==> src/rtl/gate_sensor_decoder_if.sv <==
// ---------------------------------------------------------------------------
// gate_sensor_decoder_if
// Groups the parking-gate sensor inputs and the decoder outputs into one
// bundle. Clock and reset stay plain ports on the decoder.
//
// Signals:
//   sensor_a   raw street-side beam, 1 = blocked (asynchronous)
//   sensor_b   raw lot-side beam, 1 = blocked (asynchronous)
//   lot_full   1 = no free spot
//   car_enter  one-cycle pulse per completed entry
//   car_exit   one-cycle pulse per completed exit
//   gate_open  level, barrier raised
//   fault      one-cycle pulse on sequence timeout
//   deny_cnt   (EVENT_STATS_EN only) saturating count of refused entries
//   fault_cnt  (EVENT_STATS_EN only) saturating count of fault pulses
//
// Modports:
//   master  sensor/occupancy side: drives sensors and lot_full
//   slave   the decoder: consumes sensors, drives the event outputs
//
// Optional feature macro: EVENT_STATS_EN
// ---------------------------------------------------------------------------
interface gate_sensor_decoder_if;
  logic       sensor_a;
  logic       sensor_b;
  logic       lot_full;
  logic       car_enter;
  logic       car_exit;
  logic       gate_open;
  logic       fault;
`ifdef EVENT_STATS_EN
  logic [7:0] deny_cnt;
  logic [7:0] fault_cnt;
`endif

  modport master (
    output sensor_a,
    output sensor_b,
    output lot_full,
    input  car_enter,
    input  car_exit,
    input  gate_open,
`ifdef EVENT_STATS_EN
    input  deny_cnt,
    input  fault_cnt,
`endif
    input  fault
  );

  modport slave (
    input  sensor_a,
    input  sensor_b,
    input  lot_full,
    output car_enter,
    output car_exit,
    output gate_open,
`ifdef EVENT_STATS_EN
    output deny_cnt,
    output fault_cnt,
`endif
    output fault
  );
endinterface

==> src/rtl/gate_sensor_decoder.sv <==
// ---------------------------------------------------------------------------
// gate_sensor_decoder
// Front end of the parking gate. Synchronises and debounces two beam-break
// sensors (A street side, B lot side), decodes the crossing order into
// one-cycle car_enter / car_exit pulses, drives the barrier, refuses entry
// while the lot is full and flags sequences that stall in a non-idle state.
//
// Ports:
//   clk_in   system clock, all logic on posedge
//   reset_n  asynchronous active-low reset
//   bus      gate_sensor_decoder_if.slave (sensors, lot_full, event outputs)
//
// Parameters:
//   DEBOUNCE_CYCLES  cycles a synced sensor must hold a new value
//   TIMEOUT_CYCLES   max cycles in a non-IDLE state without a state change
//   TMO_W            timeout counter width, >= clog2(TIMEOUT_CYCLES+1)
//
// Optional feature macro: EVENT_STATS_EN (adds deny_cnt / fault_cnt)
// ---------------------------------------------------------------------------
module gate_sensor_decoder #(
  parameter int DEBOUNCE_CYCLES = 4,
  parameter int TIMEOUT_CYCLES  = 1024,
  parameter int TMO_W           = 11
) (
  input logic                  clk_in,
  input logic                  reset_n,
  gate_sensor_decoder_if.slave bus
);

  localparam int             DB_W    = $clog2(DEBOUNCE_CYCLES + 1);
  localparam logic [DB_W-1:0] DB_LAST = DB_W'(DEBOUNCE_CYCLES - 1);
  localparam logic [TMO_W-1:0] TMO_MAX = TMO_W'(TIMEOUT_CYCLES);

  typedef enum logic [3:0] {
    IDLE   = 4'd0,
    IN_A   = 4'd1,
    IN_AB  = 4'd2,
    IN_B   = 4'd3,
    OUT_B  = 4'd4,
    OUT_AB = 4'd5,
    OUT_A  = 4'd6,
    DENY   = 4'd7,
    CLEAR  = 4'd8
  } state_t;

  // Bit 1 carries sensor A, bit 0 sensor B, so filt_r reads as {a,b}.
  logic [1:0]       raw_s;
  logic [1:0]       meta_r;
  logic [1:0]       sync_r;
  logic [1:0]       filt_r;
  logic [DB_W-1:0]  db_cnt_r [2];

  state_t           state_r;
  state_t           state_nxt_s;
  logic [TMO_W-1:0] tmo_cnt_r;
  logic [TMO_W-1:0] tmo_nxt_s;
  logic             timeout_s;
  logic             enter_nxt_s;
  logic             exit_nxt_s;
  logic             gate_nxt_s;
  logic             deny_evt_s;

  logic             car_enter_r;
  logic             car_exit_r;
  logic             gate_open_r;
  logic             fault_r;

  assign raw_s = {bus.sensor_a, bus.sensor_b};

  // Two-flop synchronizer for both raw beams.
  always_ff @(posedge clk_in or negedge reset_n) begin
    if (!reset_n) begin
      meta_r <= 2'b00;
      sync_r <= 2'b00;
    end else begin
      meta_r <= raw_s;
      sync_r <= meta_r;
    end
  end

  // Debounce: filtered value follows the synced value only after it has
  // differed for DEBOUNCE_CYCLES consecutive cycles.
  always_ff @(posedge clk_in or negedge reset_n) begin
    if (!reset_n) begin
      filt_r <= 2'b00;
      for (int i = 0; i < 2; i++) begin
        db_cnt_r[i] <= '0;
      end
    end else begin
      for (int i = 0; i < 2; i++) begin
        if (sync_r[i] == filt_r[i]) begin
          db_cnt_r[i] <= '0;
        end else if (db_cnt_r[i] == DB_LAST) begin
          filt_r[i]   <= sync_r[i];
          db_cnt_r[i] <= '0;
        end else begin
          db_cnt_r[i] <= db_cnt_r[i] + DB_W'(1);
        end
      end
    end
  end

  // Next-state, pulse, gate and timeout-counter decode.
  always_comb begin
    state_nxt_s = state_r;
    enter_nxt_s = 1'b0;
    exit_nxt_s  = 1'b0;
    deny_evt_s  = 1'b0;
    gate_nxt_s  = 1'b0;
    tmo_nxt_s   = tmo_cnt_r;
    timeout_s   = (state_r != IDLE) && (tmo_cnt_r == TMO_MAX);

    // A timeout overrides whatever the sensors are doing this cycle.
    if (timeout_s) begin
      state_nxt_s = CLEAR;
    end else begin
      case (state_r)
        IDLE: begin
          case (filt_r)
            2'b10: begin
              // lot_full only matters at this decision point.
              if (bus.lot_full) begin
                state_nxt_s = DENY;
                deny_evt_s  = 1'b1;
              end else begin
                state_nxt_s = IN_A;
              end
            end
            2'b01:   state_nxt_s = OUT_B;
            2'b11:   state_nxt_s = CLEAR;
            default: state_nxt_s = IDLE;
          endcase
        end
        IN_A: begin
          case (filt_r)
            2'b11:   state_nxt_s = IN_AB;
            2'b00:   state_nxt_s = IDLE;
            default: state_nxt_s = state_r;
          endcase
        end
        IN_AB: begin
          case (filt_r)
            2'b01:   state_nxt_s = IN_B;
            2'b10:   state_nxt_s = IN_A;
            default: state_nxt_s = state_r;
          endcase
        end
        IN_B: begin
          case (filt_r)
            2'b00: begin
              state_nxt_s = IDLE;
              enter_nxt_s = 1'b1;
            end
            2'b11:   state_nxt_s = IN_AB;
            default: state_nxt_s = state_r;
          endcase
        end
        OUT_B: begin
          case (filt_r)
            2'b11:   state_nxt_s = OUT_AB;
            2'b00:   state_nxt_s = IDLE;
            default: state_nxt_s = state_r;
          endcase
        end
        OUT_AB: begin
          case (filt_r)
            2'b10:   state_nxt_s = OUT_A;
            2'b01:   state_nxt_s = OUT_B;
            default: state_nxt_s = state_r;
          endcase
        end
        OUT_A: begin
          case (filt_r)
            2'b00: begin
              state_nxt_s = IDLE;
              exit_nxt_s  = 1'b1;
            end
            2'b11:   state_nxt_s = OUT_AB;
            default: state_nxt_s = state_r;
          endcase
        end
        DENY, CLEAR: begin
          if (filt_r == 2'b00) begin
            state_nxt_s = IDLE;
          end else begin
            state_nxt_s = state_r;
          end
        end
        default: state_nxt_s = IDLE;
      endcase
    end

    case (state_nxt_s)
      IN_A, IN_AB, IN_B, OUT_B, OUT_AB, OUT_A: gate_nxt_s = 1'b1;
      default:                                 gate_nxt_s = 1'b0;
    endcase

    // Clearing on timeout also restarts the count when already in CLEAR.
    if ((state_nxt_s != state_r) || (state_r == IDLE) || timeout_s) begin
      tmo_nxt_s = '0;
    end else if (tmo_cnt_r == TMO_MAX) begin
      tmo_nxt_s = tmo_cnt_r;
    end else begin
      tmo_nxt_s = tmo_cnt_r + TMO_W'(1);
    end
  end

  // FSM state, timeout counter and registered outputs.
  always_ff @(posedge clk_in or negedge reset_n) begin
    if (!reset_n) begin
      state_r     <= IDLE;
      tmo_cnt_r   <= '0;
      car_enter_r <= 1'b0;
      car_exit_r  <= 1'b0;
      gate_open_r <= 1'b0;
      fault_r     <= 1'b0;
    end else begin
      state_r     <= state_nxt_s;
      tmo_cnt_r   <= tmo_nxt_s;
      car_enter_r <= enter_nxt_s;
      car_exit_r  <= exit_nxt_s;
      gate_open_r <= gate_nxt_s;
      fault_r     <= timeout_s;
    end
  end

  assign bus.car_enter = car_enter_r;
  assign bus.car_exit  = car_exit_r;
  assign bus.gate_open = gate_open_r;
  assign bus.fault     = fault_r;

`ifdef EVENT_STATS_EN
  logic [7:0] deny_cnt_r;
  logic [7:0] fault_cnt_r;

  // Saturating event counters for refused entries and timeouts.
  always_ff @(posedge clk_in or negedge reset_n) begin
    if (!reset_n) begin
      deny_cnt_r  <= 8'h00;
      fault_cnt_r <= 8'h00;
    end else begin
      if (deny_evt_s && (deny_cnt_r != 8'hFF)) begin
        deny_cnt_r <= deny_cnt_r + 8'h01;
      end
      if (timeout_s && (fault_cnt_r != 8'hFF)) begin
        fault_cnt_r <= fault_cnt_r + 8'h01;
      end
    end
  end

  assign bus.deny_cnt  = deny_cnt_r;
  assign bus.fault_cnt = fault_cnt_r;
`endif

endmodule
==> src/flat_wrapper.sv <==
// flat-port wrapper written by rule: the top's interface ports become plain ports
module gate_sensor_decoder_flat 
#(
  parameter int DEBOUNCE_CYCLES = 4,
  parameter int TIMEOUT_CYCLES  = 1024,
  parameter int TMO_W           = 11
)
  (clk_in, reset_n, bus_sensor_a, bus_sensor_b, bus_lot_full, bus_car_enter, bus_car_exit, bus_gate_open, bus_fault);
  gate_sensor_decoder_if bus_i ();
  input logic clk_in;
  input logic reset_n;
  input wire logic [$bits(bus_i.sensor_a)-1:0] bus_sensor_a;
  input wire logic [$bits(bus_i.sensor_b)-1:0] bus_sensor_b;
  input wire logic [$bits(bus_i.lot_full)-1:0] bus_lot_full;
  output wire logic [$bits(bus_i.car_enter)-1:0] bus_car_enter;
  output wire logic [$bits(bus_i.car_exit)-1:0] bus_car_exit;
  output wire logic [$bits(bus_i.gate_open)-1:0] bus_gate_open;
  output wire logic [$bits(bus_i.fault)-1:0] bus_fault;
  assign bus_i.sensor_a = bus_sensor_a;
  assign bus_i.sensor_b = bus_sensor_b;
  assign bus_i.lot_full = bus_lot_full;
  assign bus_car_enter = bus_i.car_enter;
  assign bus_car_exit = bus_i.car_exit;
  assign bus_gate_open = bus_i.gate_open;
  assign bus_fault = bus_i.fault;
  gate_sensor_decoder #(.DEBOUNCE_CYCLES(DEBOUNCE_CYCLES), .TIMEOUT_CYCLES(TIMEOUT_CYCLES), .TMO_W(TMO_W)) u_core (.clk_in(clk_in), .reset_n(reset_n), .bus(bus_i));
endmodule
==> config.mk <==
export PLATFORM = sky130hd
export DESIGN_NAME = gate_sensor_decoder_flat
export DESIGN_NICKNAME = d
export VERILOG_FILES = /design/src/rtl/gate_sensor_decoder_if.sv /design/src/rtl/gate_sensor_decoder.sv /design/src/flat_wrapper.sv
export SDC_FILE = /design/constraint.sdc
export NUM_CORES = 1
export LEC_CHECK = 0
export BUFFER_PORTS_ARGS = -buffer_cell sky130_fd_sc_hd__clkbuf_2
export CORE_UTILIZATION = 50
export DETAILED_ROUTE_END_ITERATION = 7
export PLACE_DENSITY = 0.67
export SETUP_SLACK_MARGIN = 0.15
export SYNTH_ARGS = -nofsm -noshare
export SYNTH_HDL_FRONTEND = slang
export SYNTH_SLANG_ARGS = --single-unit
==> constraint.sdc <==
create_clock -name clk_in -period 6.9 [get_ports clk_in]
set_input_delay 0.345 -clock clk_in [delete_from_list [all_inputs] [get_ports clk_in]]
set_output_delay 0.345 -clock clk_in [all_outputs]
set_load 0.02 [all_outputs]
# Word-level counts from Yosys, hierarchy flattened
# Index checks and enable logic that the tools add are counted.
# Widths: inputs -> output; s select.
[word_totals]
output_inout_bits = 4
register_bits = 31
wordCells = 74
[classes]
bitwise_logic = 2
n_mux = 21
eq_ne = 24
reduce_logical = 12
add_sub_neg = 3
[ops]
columns = ["cell", "count"]
rows = [
  ["$pmux 4 s2", 4],
  ["$eq 4x3->1 const B", 7],
  ["$pmux 4 s6", 1],
  ["$mux 11", 2],
  ["$eq 4x2->1 const B", 4],
  ["$mux 3", 5],
  ["$pmux 4 s3", 1],
  ["$add 11x1->11 const B", 1],
  ["$eq 11x11->1 const B", 1],
  ["$eq 4x1->1 const B", 2],
  ["$mux 4", 2],
  ["$add 3x1->3 const B", 2],
  ["$eq 3x2->1 const B", 2],
  ["$mux 1", 6],
  ["$reduce_or 2->1", 3],
  ["$reduce_or 6->1", 1],
  ["$eq 2x2->1 const B", 2],
  ["$eq 4x4->1 const B", 1],
  ["$logic_not 4->1", 1],
  ["$ne 4x4->1", 1],
  ["$reduce_and 2->1", 2],
  ["$reduce_bool 4->1", 1],
  ["$eq 1x1->1", 2],
  ["$eq 2x1->1 const B", 1],
  ["other kinds (5)", 7],
]

# Logic depth before layout (Yosys ltp)
# Gate-level depths: netlist of run 1.
[depth]
ltp_word = 8
ltp_mapped = 8

# Least setup slack after synthesis of run 1
# No wires, ideal clock.
[synth_timing]
kind = "register to register"
from = "register u_core.filt_r[0]"
to = "register u_core.tmo_cnt_r[6]"
synth_period_minus_slack_ns = 2.182
required_ns = 6.774
t_arrival_ns = 2.056
slack_ns = 4.718
n_path_buf = 1
path_stages_with_launch = 9
setup_time_ns = 0.126
cell_sequence = "dfrtp_1 inv_1 ha_1 and3b_1 o21a_1 or4_1 buf_2 nand4_1 o22ai_1"
[synth_via]
elab_chain_cells = 8
[synth_rtl]
columns = ["item", "line", "source"]
rows = [
  ["start, declared", "gate_sensor_decoder.sv:50", "logic [1:0] filt_r;"],
  ["start signal, assigned by index", "gate_sensor_decoder.sv:94", "filt_r[i] <= sync_r[i];"],
  ["$eq 2x2->1, or another cell as far along", "--", ""],
  ["$pmux 4 s3, or another cell as far along", "gate_sensor_decoder.sv:119", "case (filt_r)"],
  ["$pmux 4 s6 *", "gate_sensor_decoder.sv:117", "case (state_r)"],
  ["$mux 4 *", "gate_sensor_decoder.sv:114", "if (timeout_s) begin"],
  ["$ne 4x4->1 *", "gate_sensor_decoder.sv:199", "if ((state_nxt_s != state_r) || (state_r == IDLE) || timeout_s) begin"],
  ["$logic_or 1x1->1 * (2 in a row)", "gate_sensor_decoder.sv:199", ""],
  ["$ne 2x2->1 (no line) or $mux 11 (tied branches)", "--", ""],
  ["end signal, assigned", "gate_sensor_decoder.sv:219", "tmo_cnt_r <= tmo_nxt_s;"],
  ["end, declared", "gate_sensor_decoder.sv:55", "logic [TMO_W-1:0] tmo_cnt_r;"],
]
# Mark *: on every way between the ends. The rest lies on a longest branch, timed or not.
# A chain may end at the register's enable or synchronous reset.

# Worst setup path after layout of run 1
[layout_timing]
from = "register u_core.filt_r[1]"
to = "register u_core.tmo_cnt_r[0]"
# The elaborated chain is that of the path after synthesis.

==> impl_metrics.tcl, run 1 <==
set metrics [dict create \
    outcome "completed" \
    timing.final.crit_period_ns 2.85 \
    clock_tree_root "clkbuf_4" \
    die_w_um 62.5 \
    final-hold-violation-count 0 \
    grt_pass1_wl_um 6960 \
    grt_start_max_net_pins 32 \
    synthMuxAreaShare_pct 1.09 \
    maxSlewHeadroom_pct 21.4 \
    coreArea_sq_mm 0.00342 \
    synth.area.top_cells "dfrtp_1 42%, ha_1 6.2%, nand2_1 4.7%, nand3_1 3.8%, o22ai_1 3.8%" \
    yosys_most_used_dff "dfrtp_1" \
    synth-seq-area-share_pct 42.4 \
    final_nets 208 \
    cts_max_level 2 \
    layout_cell_share_with_drive_strength_beyond_1_pct 12.3 \
    detailedPlacementHpwl_um 2700 \
    design.portCount 9 \
    detailedRoute.firstIterationViolations 71 \
    area_growth_syn_to_layout_pct 5.68 \
    finalWorstSetupSlack_ns 4.05 \
    final_period_utilization_pct 41.4 \
    grtUsageTotal_pct 22.7 \
    die_h_um 62.5 \
    synth_common_cells "31 x dfrtp_1, 23 x nand2_1, 14 x nand3_1, 11 x o22ai_1, 9 x ha_1" \
    post_cts_hold_buffer_count 0 \
    number_of_enable_type_register_cells_in_the_synthesized_netlist 0 \
    tritoncts.num_buffers 5 \
    cts_resized 0 \
    dp_cells 233 \
    avgSynthCellArea_sq_um 9.68 \
    p_leak_uw 0.000829 \
    route.detailed.vias_per_inst 5.99 \
    timing.critical_path.cells "inv_1 > ha_1 > nand2b_1 > o21ai_0 > a211oi_2 > nand3b_1 > o32ai_1" \
    fin_worst_skew_ns 0.00692 \
    sum_of_buffers_and_inverters_on_the_critical_path 1 \
    netlist.area_leader.share_pct 42.4 \
    area_of_the_die_sq_mm 0.00390 \
    fmax_mhz 350 \
    category_of_cells_accounting_for_the_largest_share_of_critical_path_delay "compound AO/OA/AOI/OAI gates" \
    post-route-util_pct 56.6 \
    critPathMaxFanout 13 \
    timing.setup.tns_ns 0 \
    crit_path_top_delay_cell "a211oi_2" \
    number_of_global_route_vias_before_repair 1479 \
    synth_xor_area_share_pct 5.27 \
    ctsLongestPathBuffers 2 \
    post_synth_instance_area_sq_mm 0.00183 \
    tritoncts_num_sinks 31 \
    timing_worst_setup_path_type "flip-flop to flip-flop" \
    clock_latency_ns 0.34 \
    library_cell_with_the_highest_instance_count_after_synthesis "dfrtp_1" \
    worst-slew-pin-transition_ns 1.17 \
    worst_path_largest_cell_delay_ns 0.64 \
    drt-total-wl_um 3780 \
    synthCells 189 \
    required_ns 7.15 \
    grt_antenna_before_repair 0 \
    yosys.cell_types.count 49 \
    port_buffers 8 \
    maxCapViolations 0 \
    rsz0062_at_grt "false" \
    main_combinational_cell_family_by_area_after_synthesis "simple AND/OR/NAND/NOR gates" \
    worst_setup_path_start_kind "flip-flop" \
    compound_gate_fraction_of_synth_area_pct 15.3 \
    synth_area_leader_cell "dfrtp_1" \
    worst_ep_arrival_time_ns 3.10 \
    critPathCaptureType "flip-flop" \
    final_cells 241 \
    detailedRoute.firstPassIterationCount 4 \
    hold_path.class "input pin to async pin" \
    power.density_mw_per_mm2 377 \
    report.final.setup_viol 0 \
    wire_per_inst_um 15.7 \
    placementRows 21 \
    synthAdderAreaFrac_pct 6.77 \
    gpl.final_weighted_congestion 0.944 \
    mappedNetlistNets 203 \
    asyncSetResetFlopFracSynth_pct 100 \
    maximum_vdd_ir_drop_mv 0.202 \
    number_of_slew_limit_violations_in_the_final_report 0 \
    tritoncts "built" \
    clk_pin_slew_ns 0.10 \
    final_antenna_net_count 0 \
    ys_warn_count 0 \
    inserted_diodes 0 \
    synth-simple-area-share_pct 24.1 \
    synth_seq_cells 31 \
    cts.repair_timing.setup_buffer_count 0 \
    globalRouteOverflowTotal 0 \
    drc 0 \
    floorplan.initialDensity_pct 53.6 \
    pre_cts_slack_ns 4.12 \
    total_via_count_after_detailed_routing 1444 \
]
[final cells by class]
class	instances	area, sq um
Timing Repair Buffer	8	40.0
Multi-Input combinational cell	140	961
Sequential cell	31	776
Clock buffer	8	68.8
Tap cell	46	57.6
Fill cell	309	1480
Inverter	8	30.0
[placed cells by master (no fill, tap or decap), types with 3 or more instances in the layout]
| cell type | instances |
|---|---|
| xor2_1 | 4 |
| ha_1 | 9 |
| o22ai_1 | 11 |
| nand2_1 | 23 |
| dfrtp_1 | 31 |
| clkbuf_2 | 8 |
| a21oi_1 | 3 |
| nor2_1 | 6 |
| inv_1 | 8 |
| nand4_1 | 4 |
| clkbuf_4 | 5 |
| nand2b_1 | 3 |
| nor2b_1 | 7 |
| nor3b_1 | 3 |
| nor3_1 | 6 |
| o21ai_0 | 5 |
| nand3_1 | 14 |
| xnor2_1 | 7 |
[power breakdown]
part / internal [uW] / total [uW] / switching (uW)
Sequential: 215 / 268 / 53.2
Clock: 59.9 / 121 / 60.8
Combinational: 132 / 341 / 208
[layer usage]
metal	global-route usage (%)	wire (um)	part of all wire, %	up-vias
li1	-	-	-	688
met1	30.5	1780	47	702
met2	34.4	1750	46	42
met3	5.47	163	4.3	12
met4	10.5	89	2.4	0
met5	0	0	0	-
[registers in the layout, indices dropped and copies added, names as in the netlist]
| signal | count |
|---|---|
| u_core.bus.car_enter | 1 |
| u_core.bus.car_exit | 1 |
| u_core.bus.fault | 1 |
| u_core.bus.gate_open | 1 |
| u_core.db_cnt_r | 6 |
| u_core.filt_r | 2 |
| u_core.meta_r | 2 |
| u_core.state_r | 4 |
| u_core.sync_r | 2 |
| u_core.tmo_cnt_r | 11 |
[logic make-up after synthesis]
group | count (synthesis)
AND/OR/NAND/NOR | 82
AO/OA/AOI/OAI | 35
buffers and inverters | 18
flip-flops | 31
adder cells (fa/ha/maj) | 10
XOR/XNOR | 11
multiplexers | 2
[per-stage QoR]
stage / total power (uW) / area, sq um / hold WS (ns)
after floorplan: 555 / 1830 / 0.0494
after global placement: 588 / 1860 / 0.333
after detailed placement: 603 / 1860 / 0.341
after CTS: 727 / 1930 / 0.0685
after global routing: 793 / 1930 / 0.0857
final: 729 / 1930 / 0.0465
[final timing paths]
| check | cells past startpoint | endpoint | slack [ns] | from |
|---|---|---|---|---|
| min in group clk_in | 1 | u_core.meta_r[1] | 0.11 | bus_sensor_a |
| worst max register to register | 7 | u_core.tmo_cnt_r[0] | 4.05 | u_core.filt_r[1] |
| worst max-delay path | 7 | u_core.tmo_cnt_r[0] | 4.05 | u_core.filt_r[1] |
| worst min register to register | 0 | u_core.sync_r[1] | 0.36 | u_core.meta_r[1] |
| worst min-delay path | 1 | u_core.tmo_cnt_r[0] | 0.05 | reset_n |
| max in group asynchronous | 1 | u_core.db_cnt_r[1] | 6.38 | reset_n |
(Power assumes the default switching activity.)
==> inputs of run 2 (changes only) <==
--- a/config.mk
+++ b/config.mk
@@ -8,7 +8,7 @@
 export BUFFER_PORTS_ARGS = -buffer_cell sky130_fd_sc_hd__clkbuf_2
 export CORE_UTILIZATION = 50
 export DETAILED_ROUTE_END_ITERATION = 7
-export PLACE_DENSITY = 0.67
+export PLACE_DENSITY = 0.7
 export SETUP_SLACK_MARGIN = 0.15
 export SYNTH_ARGS = -nofsm -noshare
 export SYNTH_HDL_FRONTEND = slang
==> constraint.sdc (replaced) <==
create_clock -name clk_in -period 2.6 [get_ports clk_in]
set_input_delay 0.13 -clock clk_in [delete_from_list [all_inputs] [get_ports clk_in]]
set_output_delay 0.13 -clock clk_in [all_outputs]
set_load 0.02 [all_outputs]
==> run 2 against run 1 <==
Compared with the run above:
- die area unchanged
- worst setup slack got worse by 3.7 ns
- final area is 5.2% higher
- sequential power grew to 2.7 times the previous value
- total power rose to 2.9 times the previous value
- hold slack improved by 0.31 ns
- combinational power rose to 3.0 times the previous value
- final cell count is 3.7% higher
==> impl_metrics.tcl, run 2 (synthesis results as in run 1) <==
set metrics [dict create \
    maxSlewHeadroom_pct 49.7 \
    detailedRoute.firstIterationViolations 140 \
    final-hold-violation-count 0 \
    gpl.final_weighted_congestion 0.891 \
    area_growth_syn_to_layout_pct 11.2 \
    beginning_of_the_worst_hold_path "u_core.meta_r[1]" \
    regToRegEndpoint "u_core.tmo_cnt_r[3]" \
    fin_worst_skew_ns 0.0120 \
    grtUsageMet2_pct 34.1 \
    post_dp_cell_area_sq_mm 0.00189 \
    seqCellArea_sq_um 778 \
    timing.setup.tns_ns 0 \
    power.density_mw_per_mm2 1050 \
    multi_input_comb_area_sq_um 967 \
    power.combinational.fraction_pct 48.3 \
    fin_total_pwr_uw 2130 \
    final_nets 217 \
    die_w_um 62.5 \
    hold_path.class "flip-flop to flip-flop" \
    inserted_diodes 0 \
    clock_latency_ns 0.33 \
    p_leak_uw 0.000878 \
    drc 0 \
    most_frequent_standard_cell_in_the_layout_excluding_fill_and_tap_cells "dfrtp_1" \
    grt.met1_usage_pct 28.7 \
    hold_path_depth 0 \
    maximum_vdd_ir_drop_mv 0.485 \
    tritoncts "built" \
    gr-usage-met3_pct 4.93 \
    sink_of_the_worst_hold_path "u_core.sync_r[1]" \
    maxCapViolations 0 \
    required_ns 2.81 \
    worst-slew-pin-transition_ns 0.754 \
    final_antenna_net_count 0 \
    critPathMaxFanout 8 \
    layout_cell_share_with_drive_strength_beyond_1_pct 17.2 \
    coreArea_sq_mm 0.00342 \
    detailedPlacementHpwl_um 2530 \
    clock_power_share_pct 18.3 \
    detailedRoute.firstPassIterationCount 4 \
    swShare_pct 41.6 \
    final_period_utilization_pct 87.3 \
    floorplan.initialDensity_pct 53.6 \
    tritoncts_num_sinks 31 \
    finalWorstSetupSlack_ns 0.331 \
    report.final.setup_viol 0 \
    cts_max_level 2 \
    area_of_the_die_sq_mm 0.00390 \
    top_register "u_core.tmo_cnt_r" \
    timing_worst_setup_path_type "flip-flop to flip-flop" \
    power_report.internal_total_uw 1250 \
    layout_top_registers "u_core.tmo_cnt_r (11), u_core.db_cnt_r (6), u_core.state_r (4)" \
    outcome "completed" \
    total_switching_power_uw 886 \
    route.detailed.vias_per_inst 5.86 \
    global_route.peak_usage_layer "met2" \
    placementRows 21 \
    worst_setup_path_start_kind "flip-flop" \
    clock_tree_root "clkbuf_4" \
    num-fill-cells 289 \
    drt-total-wl_um 3600 \
    timing.final.crit_period_ns 2.27 \
    fin_area_sq_mm 0.00203 \
    post-route-util_pct 59.6 \
    reg2reg_slack_ns 0.33 \
    pre_cts_slack_ns 0.104 \
    critical_path.reg2reg.startpoint "u_core.filt_r[0]" \
    reg2regPathDepth 8 \
    worst_ep_arrival_time_ns 2.47 \
    number_of_global_route_vias_before_repair 1432 \
    grtUsageTotal_pct 21.3 \
    globalRouteOverflowTotal 0 \
    total_via_count_after_detailed_routing 1466 \
    critPathCaptureType "flip-flop" \
    number_of_slew_limit_violations_in_the_final_report 0 \
    largest_register_ffs 11 \
    design.portCount 9 \
    clk_pin_slew_ns 0.11 \
    rsz0062_at_grt "false" \
    die_h_um 62.5 \
    tritoncts.num_buffers 5 \
    grt_antenna_before_repair 0 \
    grt_pass1_wl_um 6580 \
    fmax_mhz 441 \
    grt_start_max_net_pins 32 \
    most-common-layout-cells "29 x dfrtp_1, 23 x nand2_1, 14 x nand3_1" \
    wire_per_inst_um 14.4 \
    ctsLongestPathBuffers 2 \
    portion_of_total_power_attributed_to_sequential_cells_pct 33.3 \
    port_buffers 8 \
]
-- run 2: cell types whose count changed in the layout (fill, tap and decap cells not counted), sizes merged --
cell	previous run	this run
clkinv	0	1
buf	0	6
dlygate4sd3	0	3
clkbuf	16	14
bufinv	0	1
-- run 2: how the worst max path moves through the flow --
stage | from | to | slack, ns | depth (start not counted)
after global routing | u_core.filt_r[0] | u_core.tmo_cnt_r[9] | 0.20 | 8
after global placement | u_core.filt_r[1] | u_core.tmo_cnt_r[6] | 0.16 | 7
after CTS | u_core.filt_r[1] | u_core.tmo_cnt_r[3] | 0.23 | 8
after floorplan | u_core.filt_r[0] | u_core.tmo_cnt_r[6] | 0.42 | 8
after detailed placement | u_core.filt_r[1] | u_core.tmo_cnt_r[1] | 0.10 | 7
final | u_core.filt_r[0] | u_core.tmo_cnt_r[3] | 0.33 | 8
-- run 2: per-stage QoR --
| step | cells | hold slack (ns) |
|---|---|---|
| 2_1_floorplan | 189 | -0.166 |
| 3_3_place_gp | 236 | 0.226 |
| 3_5_place_dp | 236 | 0.241 |
| 4_1_cts | 250 | 0.365 |
| 5_1_grt | 250 | 0.368 |
| 6_report | 250 | 0.358 |
-- run 2: cell type report --
cell class,instances,area share (%)
Clock inverter,2,1.72
Sequential cell,31,38.3
Multi-Input combinational cell,140,47.5
Inverter,8,1.48
Timing Repair Buffer,17,5.66
Clock buffer,6,2.52
Tap cell,46,2.83
-- run 2: critical path, cell delays in order (launching register included) --
cell and delay [ns]:
dfrtp_2 0.46, inv_1 0.11, ha_1 0.22, or3b_1 0.37
a211oi_2 0.32, a311oi_2 0.13, a22oi_2 0.23, buf_4 0.19
o22ai_1 0.10
-- run 2: routing by layer --
| metal | part of all wire [%] | vias to the layer above |
|---|---|---|
| met2 | 50 | 40 |
| met3 | 4.7 | 2 |
| met5 | 0 | - |
| li1 | - | 714 |
| met1 | 45 | 710 |
| met4 | 0.61 | 0 |
-- run 2: repair_timing --
action                     in CTS  in global routing
cloned                          0                  0
setup endpoints to repair      11                 12
resized for setup               1                  4
pin swaps                       1                  1
hold buffers                    3                  0
hold endpoints to repair       33                  0
setup buffers                   3                  0
-- run 2: power groups by stage --
stage	clock network, uW	logic [uW]	registers [uW]
after floorplan	0	825	648
after global placement	0	912	708
after detailed placement	0	939	715
after CTS	409	1010	705
after global routing	429	1150	731
final	391	1030	711
